--- src/rtl/stack_ctrl.sv ---
// Operand-stack sequencer: decodes one stack-machine op per handshake into stack strobes,
// tracks live depth, rejects overflow/underflow/illegal ops and runs SWAP as a 3-cycle sequence.
module stack_ctrl #(
   parameter int WIDTH = 16,
   parameter int DEPTH = 8
) (
   input  logic             clk,
   input  logic             reset,
   input  logic             op_valid,
   output logic             op_ready,
   input  logic [2:0]       op_code,
   input  logic [WIDTH-1:0] op_data,
   input  logic [WIDTH-1:0] stk_qtop,
   input  logic [WIDTH-1:0] stk_qnext,
   output logic             stk_load,
   output logic             stk_push,
   output logic             stk_pop,
   output logic [WIDTH-1:0] stk_d,
   output logic [3:0]       depth,
   output logic             done,
   output logic             err,
   output logic [1:0]       err_code,
   output logic [WIDTH-1:0] pop_data,
   output logic [1:0]       dbg_state
);

   typedef enum logic [1:0] {
      S_IDLE = 2'd0,
      S_SW1  = 2'd1,
      S_SW2  = 2'd2
   } state_t;

   localparam logic [2:0] OP_NOP  = 3'd0;
   localparam logic [2:0] OP_PUSH = 3'd1;
   localparam logic [2:0] OP_POP  = 3'd2;
   localparam logic [2:0] OP_ADD  = 3'd3;
   localparam logic [2:0] OP_SUB  = 3'd4;
   localparam logic [2:0] OP_DUP  = 3'd5;
   localparam logic [2:0] OP_SWAP = 3'd6;
   localparam logic [2:0] OP_ILL  = 3'd7;

   localparam logic [1:0] ERR_OVF = 2'd1;
   localparam logic [1:0] ERR_UNF = 2'd2;
   localparam logic [1:0] ERR_ILL = 2'd3;

   localparam logic [3:0] DEPTH_FULL = 4'(DEPTH);

   state_t           r_state;
   logic [3:0]       r_depth;
   logic             r_done;
   logic             r_err;
   logic [1:0]       r_err_code;
   logic [WIDTH-1:0] r_pop_data;
   logic [WIDTH-1:0] r_tmp;
   logic [WIDTH-1:0] r_tmp2;

   logic             w_idle;
   logic             w_accept;
   logic             w_reject;
   logic             w_ok;
   logic [1:0]       w_code;
   logic             w_empty;
   logic             w_full;
   logic             w_lt2;
   logic             w_load;
   logic             w_push;
   logic             w_pop;
   logic [WIDTH-1:0] w_d;

   // Handshake: an op transfers on a rising edge where op_valid && op_ready;
   // op_ready is high only in IDLE and op_code/op_data are ignored in any other cycle.
   assign w_idle   = (r_state == S_IDLE);
   assign w_accept = op_valid & w_idle & reset;
   assign w_ok     = w_accept & ~w_reject;

   assign w_empty  = (r_depth == 4'd0);
   assign w_full   = (r_depth == DEPTH_FULL);
   assign w_lt2    = (r_depth < 4'd2);

   always_comb begin
      w_reject = 1'b0;
      w_code   = 2'd0;
      case (op_code)
         OP_PUSH: begin
            if (w_full) begin
               w_reject = 1'b1;
               w_code   = ERR_OVF;
            end
         end
         OP_POP: begin
            if (w_empty) begin
               w_reject = 1'b1;
               w_code   = ERR_UNF;
            end
         end
         OP_ADD, OP_SUB, OP_SWAP: begin
            if (w_lt2) begin
               w_reject = 1'b1;
               w_code   = ERR_UNF;
            end
         end
         OP_DUP: begin
            if (w_full) begin
               w_reject = 1'b1;
               w_code   = ERR_OVF;
            end else if (w_empty) begin
               w_reject = 1'b1;
               w_code   = ERR_UNF;
            end
         end
         OP_ILL: begin
            w_reject = 1'b1;
            w_code   = ERR_ILL;
         end
         default: begin
            w_reject = 1'b0;
            w_code   = 2'd0;
         end
      endcase
   end

   // Strobes are combinational so the stack updates on the same edge as the depth counter.
   always_comb begin
      w_load = 1'b0;
      w_push = 1'b0;
      w_pop  = 1'b0;
      w_d    = '0;
      if (reset) begin
         case (r_state)
            S_IDLE: begin
               if (w_ok) begin
                  case (op_code)
                     OP_PUSH: begin
                        w_push = 1'b1;
                        w_load = 1'b1;
                        w_d    = op_data;
                     end
                     OP_POP: w_pop = 1'b1;
                     OP_ADD: begin
                        w_load = 1'b1;
                        w_pop  = 1'b1;
                        w_d    = stk_qnext + stk_qtop;
                     end
                     OP_SUB: begin
                        w_load = 1'b1;
                        w_pop  = 1'b1;
                        w_d    = stk_qnext - stk_qtop;
                     end
                     OP_DUP: begin
                        w_push = 1'b1;
                        w_load = 1'b1;
                        w_d    = stk_qtop;
                     end
                     OP_SWAP: w_pop = 1'b1;
                     default: w_load = 1'b0;
                  endcase
               end
            end
            S_SW1: begin
               w_load = 1'b1;
               w_d    = r_tmp;
            end
            S_SW2: begin
               w_push = 1'b1;
               w_load = 1'b1;
               w_d    = r_tmp2;
            end
            default: w_load = 1'b0;
         endcase
      end
   end

   always_ff @(posedge clk) begin
      if (!reset) begin
         r_state    <= S_IDLE;
         r_depth    <= 4'd0;
         r_done     <= 1'b0;
         r_err      <= 1'b0;
         r_err_code <= 2'd0;
         r_pop_data <= '0;
         r_tmp      <= '0;
         r_tmp2     <= '0;
      end else begin
         r_done <= 1'b0;
         r_err  <= 1'b0;
         case (r_state)
            S_IDLE: begin
               if (w_accept) begin
                  if (w_reject) begin
                     r_err      <= 1'b1;
                     r_err_code <= w_code;
                  end else begin
                     r_err_code <= 2'd0;
                     case (op_code)
                        OP_PUSH, OP_DUP: begin
                           r_depth <= r_depth + 4'd1;
                           r_done  <= 1'b1;
                        end
                        OP_POP: begin
                           r_depth    <= r_depth - 4'd1;
                           r_pop_data <= stk_qtop;
                           r_done     <= 1'b1;
                        end
                        OP_ADD, OP_SUB: begin
                           r_depth <= r_depth - 4'd1;
                           r_done  <= 1'b1;
                        end
                        OP_SWAP: begin
                           r_tmp   <= stk_qtop;
                           r_state <= S_SW1;
                        end
                        default: r_done <= 1'b1;
                     endcase
                  end
               end
            end
            S_SW1: begin
               // The first entry was popped on the accept edge, so qtop now shows the old second entry.
               r_tmp2  <= stk_qtop;
               r_state <= S_SW2;
            end
            S_SW2: begin
               r_done  <= 1'b1;
               r_state <= S_IDLE;
            end
            default: r_state <= S_IDLE;
         endcase
      end
   end

   assign op_ready  = w_idle;
   assign stk_load  = w_load;
   assign stk_push  = w_push;
   assign stk_pop   = w_pop;
   assign stk_d     = w_d;
   assign depth     = r_depth;
   assign done      = r_done;
   assign err       = r_err;
   assign err_code  = r_err_code;
   assign pop_data  = r_pop_data;
   assign dbg_state = r_state;

endmodule

--- config.mk ---
export PLATFORM = sky130hd
export DESIGN_NAME = stack_ctrl
export DESIGN_NICKNAME = d
export VERILOG_FILES = /design/src/rtl/stack_ctrl.sv
export SDC_FILE = /design/constraint.sdc
export NUM_CORES = 1
export LEC_CHECK = 0
export CORE_MARGIN = 2
export CORE_UTILIZATION = 55
export DETAILED_ROUTE_END_ITERATION = 16
export PLACE_DENSITY = 0.87
export SLEW_MARGIN = 20
export SYNTH_ARGS = -nofsm -noshare
export SYNTH_HDL_FRONTEND = slang
export SYNTH_SLANG_ARGS = --single-unit
--- constraint.sdc ---
create_clock -name clk -period 24.2 [get_ports clk]
set_input_delay 7.26 -clock clk [delete_from_list [all_inputs] [get_ports clk]]
set_output_delay 7.26 -clock clk [all_outputs]
set_load 0.01 [all_outputs]
---- Yosys cells after proc, flatten, opt, wreduce, memory -nomap -nowiden ----
Cells that the tools add are included.
operators by class
  reduce and logical (&&, ||, !) cells .... 15
  muxes and demuxes ....................... 37
  $lt $le $gt $ge ......................... 1
  add/sub/neg operators ................... 4
  eq/ne operators ......................... 13
  bitwise operators ....................... 4
operators with widths
  operator                                                     count
  one-hot mux 16 bit (4 select lines)                          1
  one-hot mux 16 bit (3 select lines)                          1
  2-to-1 mux 16 bit                                            2
  2-to-1 mux 1 bit                                             19
  adder 16 bit                                                 1
  subtractor 16 bit                                            1
  2-to-1 mux 2 bit                                             7
  == test 3 bit (second input constant)                        4
  AND reduction 4 bit                                          3
  one-hot mux 2 bit (5 select lines)                           1
  one-hot mux 4 bit (2 select lines)                           1
  OR reduction 4 bit                                           2
  == test 3 x 2 -> 1 bit (second input constant)               2
  one-hot mux 1 bit (2 select lines)                           3
  AND reduction 3 bit                                          2
  OR reduction 3 bit                                           2
  one-hot mux 1 bit (5 select lines)                           1
  adder 4 x 1 -> 4 bit (second input constant)                 1
  == test 4 bit (second input constant)                        1
  logical NOT 4 bit                                            1
  less-than comparator 4 x 2 -> 1 bit (second input constant)  1
  != test 2 x 1 -> 1 bit (second input constant)               2
  one-hot mux 2 bit (2 select lines)                           1
  OR reduction 2 bit                                           2
  10 further kinds                                             12
word-level totals
  flip-flop bits (word level) ............. 58
  logic and storage cells ................. 82
  input bits .............................. 54
  output and inout port bits .............. 46

---- Depth between registers and ports, before layout ----
Gate-level depths: netlist (run 1).
  depth in word-level cells ............... 9
  gate-level depth with buffers ........... 16
  gate-level depth less buffers ........... 14

---- Least setup slack after synthesis (run 1) ----
OpenSTA, ideal clock, no wires.
  path kind ............................... input port to output port
  from .................................... input port stk_qtop[2]
  to ...................................... output port stk_d[14]
  slack ................................... 6.350 ns
  path buffers ............................ 2
  stages on the path ...................... 15
  data required time ...................... 16.940 ns
  data arrival time ....................... 10.590 ns
  path through ............................ buf_6 -> or3_4 -> or4_1 -> or4_4 -> o31ai_1 -> xor2_1 -> ha_1 -> clkbuf_1 -> and2_1 -> a311o_1 -> a21o_1 -> a21oi_1 -> o21ai_0 -> xnor2_1 -> o22ai_1
on the way
  cells in the longest elaborated chain, start to end .. 5
  elaborated cells on any way between the ends .. 6
  classes of those cells .................. 2 x add/sub; 4 x mux
RTL lines
  element                                                   line      text
  from (decl)                                               13        input logic [WIDTH-1:0] stk_qtop,
  subtractor 16 bit / adder 16 bit (equally long branches)  147, 142
  one-hot mux 16 bit (4 select lines) *                     132       case (op_code)
  2-to-1 mux 16 bit *                                       131       if (w_ok) begin
  one-hot mux 16 bit (3 select lines) *                     129       case (r_state)
  2-to-1 mux 16 bit *                                       128       if (reset) begin
  to (decl)                                                 18        output logic [WIDTH-1:0] stk_d,
Mark *: on every way between the ends. The rest lies on a longest branch, timed or not.

---- Final worst setup path (run 1) ----
  from .................................... input port op_code[0]
  to ...................................... output port stk_d[12]
on the way
  cells in the longest elaborated chain, start to end .. 8
  elaborated cells on any way between the ends .. 15
  classes of those cells .................. 7 x eq/ne; 5 x mux; 2 x bitwise; 1 x reduce/logical
RTL lines
  element                                line  text
  from (decl)                            11    input logic [2:0] op_code,
  == test 3 bit (tied with other cells)  83    case (op_code)
  OR reduction 3 bit                     83
  one-hot mux 1 bit (5 select lines)     83
  NOT 1 bit (no line)                    --
  bitwise AND 1 bit                      74    assign w_ok = w_accept & ~w_reject;
  2-to-1 mux 16 bit *                    131
  one-hot mux 16 bit (3 select lines) *  129
  2-to-1 mux 16 bit *                    128
Marks and branches as above.

==> results.sh, run 1 <==
export IMPL_root_buffer="clkbuf_8"
export IMPL_status="completed"
export IMPL_synthAdderAreaFrac=0.07791
export IMPL_syn_inst=494
export IMPL_max_stage_delay_ns=0.81
export IMPL_synth_ff_type="dfxtp_1"
export IMPL_drc=0
export IMPL_ir_worst_vdd_mv=0.05455
export IMPL_wl_mm=12.44
export IMPL_powerDensity_nw_per_um2=48.50
export IMPL_portBuffers=99
export IMPL_ys_ff_latch=58
export IMPL_seq_area_sq_um=1161
export IMPL_synth_nets=573
export IMPL_antenna_cells=0
export IMPL_cp_required_ns=16.94
export IMPL_stdcell_count=678
export IMPL_clkLatencyLatePin_ns=0.33
export IMPL_skew_ns=0.01111
export IMPL_dp_cells=662
export IMPL_grt_usage=0.2971
export IMPL_synthArstFlopShare=0
export IMPL_postCtsHoldBufs=0
export IMPL_drive_gt1_frac=0.05354
export IMPL_whs_ns=0.4740
export IMPL_core_sq_um=7331
export IMPL_fill_cells=546
export IMPL_path_cells="clkdlybuf4s50_1 > nand2b_1 > nand2b_1 > o21ai_0 > xor2_1 > ha_1 > a2111oi_0 > a211oi_1 > a31o_2 > xor2_1 > nand3_1 > a21oi_1 > clkdlybuf4s50_1"
export IMPL_place_congestion=0.9177
export IMPL_fin_util=0.7419
export IMPL_vias_per_cell=6.006
export IMPL_power_leakage_nw=2.103
export IMPL_clockBufferDepth=2
export IMPL_synth_simple_area_share=0.1909
export IMPL_synthToLayoutAreaGrowth_pct=29.26
export IMPL_synth_edf_count=0
export IMPL_min_path_type="flop to flop"
export IMPL_cp_max_fo=15
export IMPL_rows=31
export IMPL_detailed_place_hpwl_mm=8.889
export IMPL_drt_wirelength_per_cell_um=18.34
export IMPL_slew_headroom=0.2578
export IMPL_cap_viol_max_count=0
export IMPL_overflow=0
export IMPL_cts_buffers=9
export IMPL_tns_ns=0
export IMPL_synth_compound_area_share=0.1957
export IMPL_period_needed_ns=19.00
export IMPL_grt_start_max_net_pins=62
export IMPL_start_util=0.5740
export IMPL_die_area_sq_um=8366
export IMPL_vias=4072
export IMPL_ys_warn_count=0
export IMPL_cp_slowest_cell="clkdlybuf4s50_1"
export IMPL_worst_pin_slew_ns=1.111
export IMPL_antenna_left=0
export IMPL_start_kind="primary input"
export IMPL_antenna_found_initial=0
export IMPL_hold_viol=0
export IMPL_slew_viol_final=0
export IMPL_rsz0062_at_grt="no"
export IMPL_fp_dieW_um=91.47
export IMPL_clkTransAtPathRegs_ns=0.07
export IMPL_synth_top_family_by_area="compound AO/OA/AOI/OAI gates"
export IMPL_crit_path_end_kind="output pin"
export IMPL_ys_seq_area_frac=0.2759
export IMPL_multi_input_area_sq_um=2874
export IMPL_grt_pass1_wl_mm=19.93
export IMPL_io_pin_count=100
export IMPL_fin_crit_sh=0.7853
export IMPL_die_y_um=91.47
export IMPL_ctsHtreeMaxLevel=3
export IMPL_post_cts_resized=0
export IMPL_cp_arrival_ns=11.74
export IMPL_setup_viol=0
export IMPL_synthMuxAreaShare=0.1561
export IMPL_firstDrtPassIters=5
export IMPL_fmax_ghz=0.05262
export IMPL_synth_cell_area_sq_um=4208
export IMPL_avgSynthCellArea_sq_um=8.518
export IMPL_cts_tree="built"
export IMPL_postCtsSetupBuffers=0
export IMPL_crit_type="primary input to output pin"
export IMPL_synthDistinctLibCells=54
export IMPL_num_nets_final=653
export IMPL_clock_sinks=58
export IMPL_synth_xor_area_frac=0.06036
export IMPL_drtIter0Drc=366
export IMPL_grt_pass1_vias=3984
sequential cells by signal (all words and copies together), names as in the netlist:
register,cells
depth,4
err_code,2
done,1
pop_data,16
r_tmp2,16
dbg_state,2
err,1
r_tmp,16
path summary, 6_finish.rpt:
| check | cells past startpoint | slack [ns] | start | end |
|---|---|---|---|---|
| min reg2reg | 2 | 0.47 | err_code[0] | err_code[0] |
| max | 13 | 5.20 | op_code[0] | stk_d[12] |
| max reg2reg | 7 | 21.54 | dbg_state[0] | r_tmp[12] |
| min | 2 | 0.47 | err_code[0] | err_code[0] |
final cells by class:
type / instances / share of cell area
Clock buffer: 9 / 0.02277
Clock inverter: 7 / 0.01725
Inverter: 11 / 0.007591
Multi-Input combinational cell: 391 / 0.5284
Sequential cell: 58 / 0.2135
Tap cell: 99 / 0.02277
Timing Repair Buffer: 103 / 0.1877
cell usage after synthesis, drive strengths merged (3+ instances only):
library cell	n	area, sq um
or4	3	26.27
xor2	15	131.4
a22oi	9	67.56
inv	11	41.29
a21oi	30	150.1
nand3	8	40.04
ha	23	287.8
nor2	41	153.9
o31ai	8	60.06
dfxtp	58	1161
a211oi	3	22.52
mux2i	60	600.6
nand2	22	82.58
buf	6	35.03
mux2	5	56.30
and2	3	18.77
nor2b	53	331.6
nand2b	8	50.05
clkbuf	28	105.1
xnor2	14	122.6
o22ai	11	68.82
nor3	4	20.02
a21o	9	67.56
a222oi	8	80.08
a21boi	5	37.54
o21a	6	45.04
o21ai	14	70.06
power breakdown:
group	internal, mW	total [mW]	switching [mW]
registers	0.0965	0.0976	0.00106
clock network	0.0577	0.0985	0.0407
logic	0.0314	0.0677	0.0363
per-stage QoR:
stage,total power [mW],setup slack [ns],cell area [sq um]
4_1_cts,0.2631,5.253,5439
2_1_floorplan,0.1424,6.350,4208
3_5_place_dp,0.1654,5.264,5221
3_3_place_gp,0.1645,5.294,5221
5_1_grt,0.2734,4.832,5439
6_report,0.2638,5.196,5439
cells by family after synthesis:
logic type | Yosys count
and+or+nand+nor | 152
AOI/OAI and AO/OA | 120
muxes | 65
DFF | 58
buffers and inverters | 45
xor gates and xnor gates | 29
adders and majority gates | 25
metal layers:
metal  GRT usage  wire [um]  up-vias
li1            -          -     1931
met5           0          0        -
met2      0.4614       5678      221
met4      0.1023        214        0
met3     0.04979       1145       16
met1      0.4153       5396     1904
cells in the final DEF (no fill, tap or decap), types with 11 or more instances in the layout:
cell / netlist / routed
nor2_1: 41 / 41
xor2_1: 15 / 15
nand2_1: 22 / 22
nor2b_1: 53 / 53
ha_1: 23 / 23
clkdlybuf4s50_1: 0 / 99
dfxtp_1: 58 / 58
inv_1: 11 / 11
a21oi_1: 30 / 30
o21ai_0: 13 / 13
o22ai_1: 11 / 11
mux2i_1: 60 / 60
xnor2_1: 14 / 14
critical path, delay by kind of cell:
family | cells | cell delay (ns)
and+or+nand+nor | 3 | 0.93
AOI/OAI and AO/OA | 5 | 1.48
xor gates and xnor gates | 2 | 0.35
adders and majority gates | 1 | 0.33
buffers and inverters | 2 | 1.38
No activity file was read; power rests on OpenSTA's default activity.
==> run 2: changes to the inputs <==
- CORE_UTILIZATION: 55 -> 51
- PLACE_DENSITY: 0.87 -> 0.82
- clock period: 24.2 -> 19.07 ns (I/O delays scaled with it)
==> run 2 against run 1 <==
Effect of this change: cell area fell by 0.14%; register-to-register slack got worse by 5.1 ns; global-route usage decreased by 2.8 points; clock power up 15%; critical path type unchanged; clock-buffer cell count unchanged; routed wire length fell by 3.5%; die area rose by 7.5%; clock skew shrank 0.0026 ns; critical path depth grew 1; first-iteration DRC count down 6.6%; setup slack worse by 2.1 ns; flip-flop and latch count stayed put.
==> results.sh, run 2 (same netlist as run 1, synthesis figures left out) <==
export IMPL_clkTransAtPathRegs_ns=0.07
export IMPL_die_y_um=94.83
export IMPL_cp_top_family="compound AO/OA/AOI/OAI gates"
export IMPL_firstDrtPassIters=5
export IMPL_wl_met3_um=712
export IMPL_drtIter0Drc=342
export IMPL_cts_tree="built"
export IMPL_path_buf_inv=2
export IMPL_power_switching_mw=0.09973
export IMPL_crit_path_end_kind="output pin"
export IMPL_switching_share=0.3086
export IMPL_detailed_place_hpwl_mm=8.818
export IMPL_start_util=0.5199
export IMPL_final_common_cell="clkdlybuf4s50_1"
export IMPL_grt_usage=0.2690
export IMPL_grt_pass1_wl_mm=18.94
export IMPL_ctsHtreeMaxLevel=3
export IMPL_wl_mm=12.00
export IMPL_antenna_cells=0
export IMPL_pre_cts_slack_ns=3.190
export IMPL_skew_ns=0.008533
export IMPL_period_needed_ns=15.99
export IMPL_clock_sinks=58
export IMPL_drt_met1_wl_mm=5.486
export IMPL_place_congestion=0.9179
export IMPL_portBuffers=99
export IMPL_routed_top_layer="met4"
export IMPL_drt_wirelength_per_cell_um=17.54
export IMPL_io_pin_count=100
export IMPL_status="completed"
export IMPL_grt_pass1_vias=3754
export IMPL_die_area_sq_um=8993
export IMPL_fmax_ghz=0.06255
export IMPL_power_leakage_nw=2.090
export IMPL_min_path_type="flop to flop"
export IMPL_hold_viol=0
export IMPL_fp_dieW_um=94.83
export IMPL_antenna_left=0
export IMPL_rsz0062_at_grt="no"
export IMPL_synthToLayoutAreaGrowth_pct=29.08
export IMPL_ir_worst_vdd_mv=0.06160
export IMPL_postCtsSetupBuffers=0
export IMPL_core_sq_um=8093
export IMPL_antenna_found_initial=0
export IMPL_fin_crit_sh=0.8383
export IMPL_num_nets_final=653
export IMPL_wl_met2_mm=5.566
export IMPL_grt_start_max_net_pins=62
export IMPL_seqPwrFrac=0.383
export IMPL_clkLatencyLatePin_ns=0.33
export IMPL_vias_per_cell=5.797
export IMPL_tns_ns=0
export IMPL_post_cts_resized=0
export IMPL_cts_buffers=9
export IMPL_pwr_share_comb=0.267
export IMPL_final_cell_mix="99 x clkdlybuf4s50_1, 60 x mux2i_1, 58 x dfxtp_1, 53 x nor2b_1, 41 x nor2_1"
export IMPL_cp_required_ns=13.35
export IMPL_clockBufferDepth=2
export IMPL_path_cells="clkdlybuf4s50_1 > nand2b_1 > nand2b_1 > o21ai_0 > xor2_1 > ha_1 > o21a_1 > nand3_1 > a31oi_1 > nor2_1 > a2111oi_0 > o31ai_1 > a21oi_1 > clkdlybuf4s50_1"
export IMPL_setup_slack_ns=3.083
export IMPL_p_int_mw=0.2235
export IMPL_clkPwrFrac=0.350
export IMPL_rows=33
export IMPL_vias=3965
export IMPL_cp_max_fo=15
export IMPL_cp_arrival_ns=10.27
export IMPL_cp_slowest_cell="clkdlybuf4s50_1"
export IMPL_postCtsHoldBufs=0
export IMPL_fill_cells=651
export IMPL_powerDensity_nw_per_um2=59.51
export IMPL_slew_viol_final=0
export IMPL_setup_viol=0
export IMPL_crit_type="primary input to output pin"
export IMPL_worst_pin_slew_ns=1.067
export IMPL_drc=0
export IMPL_cap_viol_max_count=0
export IMPL_slew_headroom=0.2871
export IMPL_root_buffer="clkbuf_8"
export IMPL_overflow=0
export IMPL_drive_gt1_frac=0.05354
export IMPL_start_kind="primary input"
export IMPL_max_stage_delay_ns=0.81
-- run 2: cell count changes in the layout (fill, tap and decap cells not counted), sizes merged --
cell	previous run	this run
clkinv	3	2
clkinvlp	2	3
bufinv	2	1
inv	11	12
-- run 2: power by group through the flow --
stage               clock network, mW  registers [mW]  logic [mW]
floorplan                           0           0.127      0.0541
global placement                    0           0.126      0.0829
detailed placement                  0           0.127      0.0839
CTS                             0.116           0.124      0.0848
global route                    0.120           0.124      0.0937
finish                          0.113           0.124      0.0863
-- run 2: per-layer routing --
layer  GRT usage  vias up
met2      0.4190      132
li1            -     1927
met3     0.03512       20
met5           0        -
met1      0.3809     1886
met4     0.09662        0
-- run 2: metrics by stage --
| stage | cell area [sq um] | total power [mW] | util | instances | hold WS [ns] |
|---|---|---|---|---|---|
| floorplan | 4208 | 0.1807 | - | 494 | 0.4759 |
| global placement | 5229 | 0.2094 | 0.6461 | 668 | 0.4579 |
| detailed placement | 5229 | 0.2104 | 0.6461 | 668 | 0.4696 |
| CTS | 5431 | 0.3246 | 0.6712 | 684 | 0.4825 |
| global route | 5431 | 0.3375 | 0.6712 | 684 | 0.5123 |
| finish | 5431 | 0.3232 | 0.6712 | 684 | 0.4834 |
-- run 2: path summary, 6_finish.rpt --
kind,slack (ns),startpoint,endpoint,cells after the start
setup / recovery,3.08,op_code[0],stk_d[13],14
hold reg to reg,0.48,err_code[0],err_code[0],2
hold / removal,0.48,err_code[0],err_code[0],2
setup reg to reg,16.44,dbg_state[1],r_tmp[9],7
-- run 2: area by class of cell --
class | instances | area (sq um) | share of cell area
inverters | 11 | 41.29 | 0.007602
well taps | 105 | 131.4 | 0.02419
clock inverters | 7 | 78.83 | 0.01451
flip-flops and latches | 58 | 1161 | 0.2138
repair buffers | 103 | 1021 | 0.1880
clock buffers | 9 | 123.9 | 0.02281
multi-input cells | 391 | 2874 | 0.5291
-- run 2: tightest hold or removal path: cells and delay by family, from the launching register on --
kind            cells  cell delay (ns)
simple gates        1             0.05
compound gates      1             0.07
flops               1             0.32
==> run 3: changes to the inputs <==
- CORE_UTILIZATION: 51 -> 46
- PLACE_DENSITY: 0.82 -> 0.78
- clock period: 19.07 -> 13.1 ns (I/O delays scaled with it)
==> run 3 against run 2 <==
Effect of this change: utilization is 4.6 points lower; register-to-register slack worse by 5.9 ns; first-iteration DRC count is 22% lower; via count is 1.6% lower; sequential power is 45% higher; worst hold slack worse by 0.012 ns; cell area is 1.3% higher; die area is 10% higher; power is 52% higher; sequential share of layout area is 0.28 points lower; critical path type unchanged; critical endpoint is now stk_d[14]; largest power group is now the clock network.
==> results.sh, run 3 (same netlist as run 1, synthesis figures left out) <==
export IMPL_ctsHtreeMaxLevel=3
export IMPL_num_nets_final=659
export IMPL_cap_viol_max_count=0
export IMPL_drive_gt1_frac=0.06325
export IMPL_drtIter0Drc=266
export IMPL_cp_slowest_cell="clkdlybuf4s50_1"
export IMPL_rsz0062_at_grt="no"
export IMPL_postCtsSetupBuffers=0
export IMPL_reg2reg_slack_ns=10.53
export IMPL_grt_usage=0.2454
export IMPL_final_common_cell="clkdlybuf4s50_1"
export IMPL_drc=0
export IMPL_slew_viol_final=0
export IMPL_antenna_left=0
export IMPL_detailed_place_hpwl_mm=9.092
export IMPL_hold_depth=2
export IMPL_wl_mm=12.22
export IMPL_io_pin_count=100
export IMPL_vias_per_cell=5.631
export IMPL_final_cell_mix="99 x clkdlybuf4s50_1, 60 x mux2i_1, 58 x dfxtp_1, 53 x nor2b_1, 41 x nor2_1"
export IMPL_die_area_sq_um=9928
export IMPL_drt_wirelength_per_cell_um=17.63
export IMPL_cp_required_ns=9.17
export IMPL_multi_input_area_sq_um=2874
export IMPL_crit_top_cell="clkdlybuf4s50_1"
export IMPL_grt_pass1_wl_mm=19.29
export IMPL_overflow=0
export IMPL_vias=3902
export IMPL_ff2ff_path_depth=7
export IMPL_clockBufferDepth=2
export IMPL_core_sq_um=8806
export IMPL_ir_worst_vdd_mv=0.09489
export IMPL_synthToLayoutAreaGrowth_pct=30.78
export IMPL_setup_viol=0
export IMPL_clock_sinks=58
export IMPL_clkTransAtPathRegs_ns=0.07
export IMPL_powerDensity_nw_per_um2=89.11
export IMPL_grt_pass1_vias=3775
export IMPL_max_stage_delay_ns=0.59
export IMPL_cts_buffers=9
export IMPL_fin_crit_sh=0.9455
export IMPL_start_kind="primary input"
export IMPL_slew_headroom=0.3035
export IMPL_die_y_um=99.64
export IMPL_status="completed"
export IMPL_fill_cells=757
export IMPL_antenna_cells=0
export IMPL_power_leakage_nw=2.133
export IMPL_fmax_ghz=0.08073
export IMPL_cp_arrival_ns=8.46
export IMPL_min_path_type="flop to flop"
export IMPL_path_cells="clkdlybuf4s50_1 > or3_4 > or4_1 > or4_4 > o31ai_1 > xor2_1 > ha_1 > and2_1 > a311o_1 > a21o_1 > a21oi_1 > o21ai_0 > xnor2_1 > o22ai_1 > clkdlybuf4s50_1"
export IMPL_post_cts_resized=0
export IMPL_cts_tree="built"
export IMPL_crit_type="primary input to output pin"
export IMPL_seq_area_sq_um=1161
export IMPL_whs_ns=0.4714
export IMPL_portBuffers=99
export IMPL_rows=34
export IMPL_crit_path_end_kind="output pin"
export IMPL_cp_max_fo=8
export IMPL_postCtsHoldBufs=0
export IMPL_fp_dieW_um=99.64
export IMPL_root_buffer="clkbuf_8"
export IMPL_antenna_found_initial=0
export IMPL_hold_viol=0
export IMPL_skew_ns=0.008990
export IMPL_clkLatencyLatePin_ns=0.34
export IMPL_period_needed_ns=12.39
export IMPL_place_congestion=0.8771
export IMPL_grt_start_max_net_pins=62
export IMPL_tns_ns=0
export IMPL_firstDrtPassIters=6
export IMPL_worst_pin_slew_ns=1.042
export IMPL_start_util=0.4778
[run 3: changes by cell type in the layout (fill, tap and decap cells not counted)]
cell	before	now
buf_4	4	10
bufinv_16	1	2
clkinvlp_4	3	2
[run 3: area by class of cell]
| cell class | count | area share |
|---|---|---|
| multi-input cells | 391 | 0.5223 |
| flip-flops and latches | 58 | 0.2110 |
| repair buffers | 109 | 0.1937 |
| well taps | 108 | 0.02456 |
| clock buffers | 9 | 0.02251 |
| clock inverters | 7 | 0.01842 |
| inverters | 11 | 0.007503 |
[run 3: final timing paths]
path | to | from
min reg2reg | err_code[0] | err_code[0]
max | stk_d[14] | stk_qtop[2]
max reg2reg | r_tmp[13] | dbg_state[1]
min | err_code[0] | err_code[0]
[run 3: metal layers]
metal | global-route usage | wire length [um] | share of wire | vias up
met2 | 0.3810 | 5495 | 0.45 | 130
met1 | 0.3411 | 5781 | 0.47 | 1810
li1 | - | - | - | 1946
met3 | 0.05341 | 745 | 0.061 | 16
met4 | 0.07587 | 193 | 0.016 | 0
met5 | 0 | 0 | 0 | -
[run 3: stage by stage]
stage	instances	power [mW]	cell area, sq um	util	worst slack [ns]
after floorplan	494	0.2631	4208	-	1.910
after detailed placement	677	0.3079	5278	0.5993	0.7645
after global routing	693	0.5148	5503	0.6249	0.4604
final	693	0.4903	5503	0.6249	0.7136
after global placement	677	0.3074	5278	0.5993	0.8415
after CTS	693	0.4918	5503	0.6249	0.7502
[run 3: power by group]
| group | switching [mW] | internal [mW] | total (mW) |
|---|---|---|---|
| Combinational | 0.0670 | 0.0591 | 0.126 |
| Clock | 0.0758 | 0.108 | 0.184 |
| Sequential | 0.00195 | 0.178 | 0.180 |
[run 3: critical path: cells and delay by family]
family	cells	cell delay, ns
buffers and inverters	2	1.16
AOI/OAI and AO/OA	6	1.14
and+or+nand+nor	4	1.53
adders and majority gates	1	0.33
xor gates and xnor gates	2	0.36
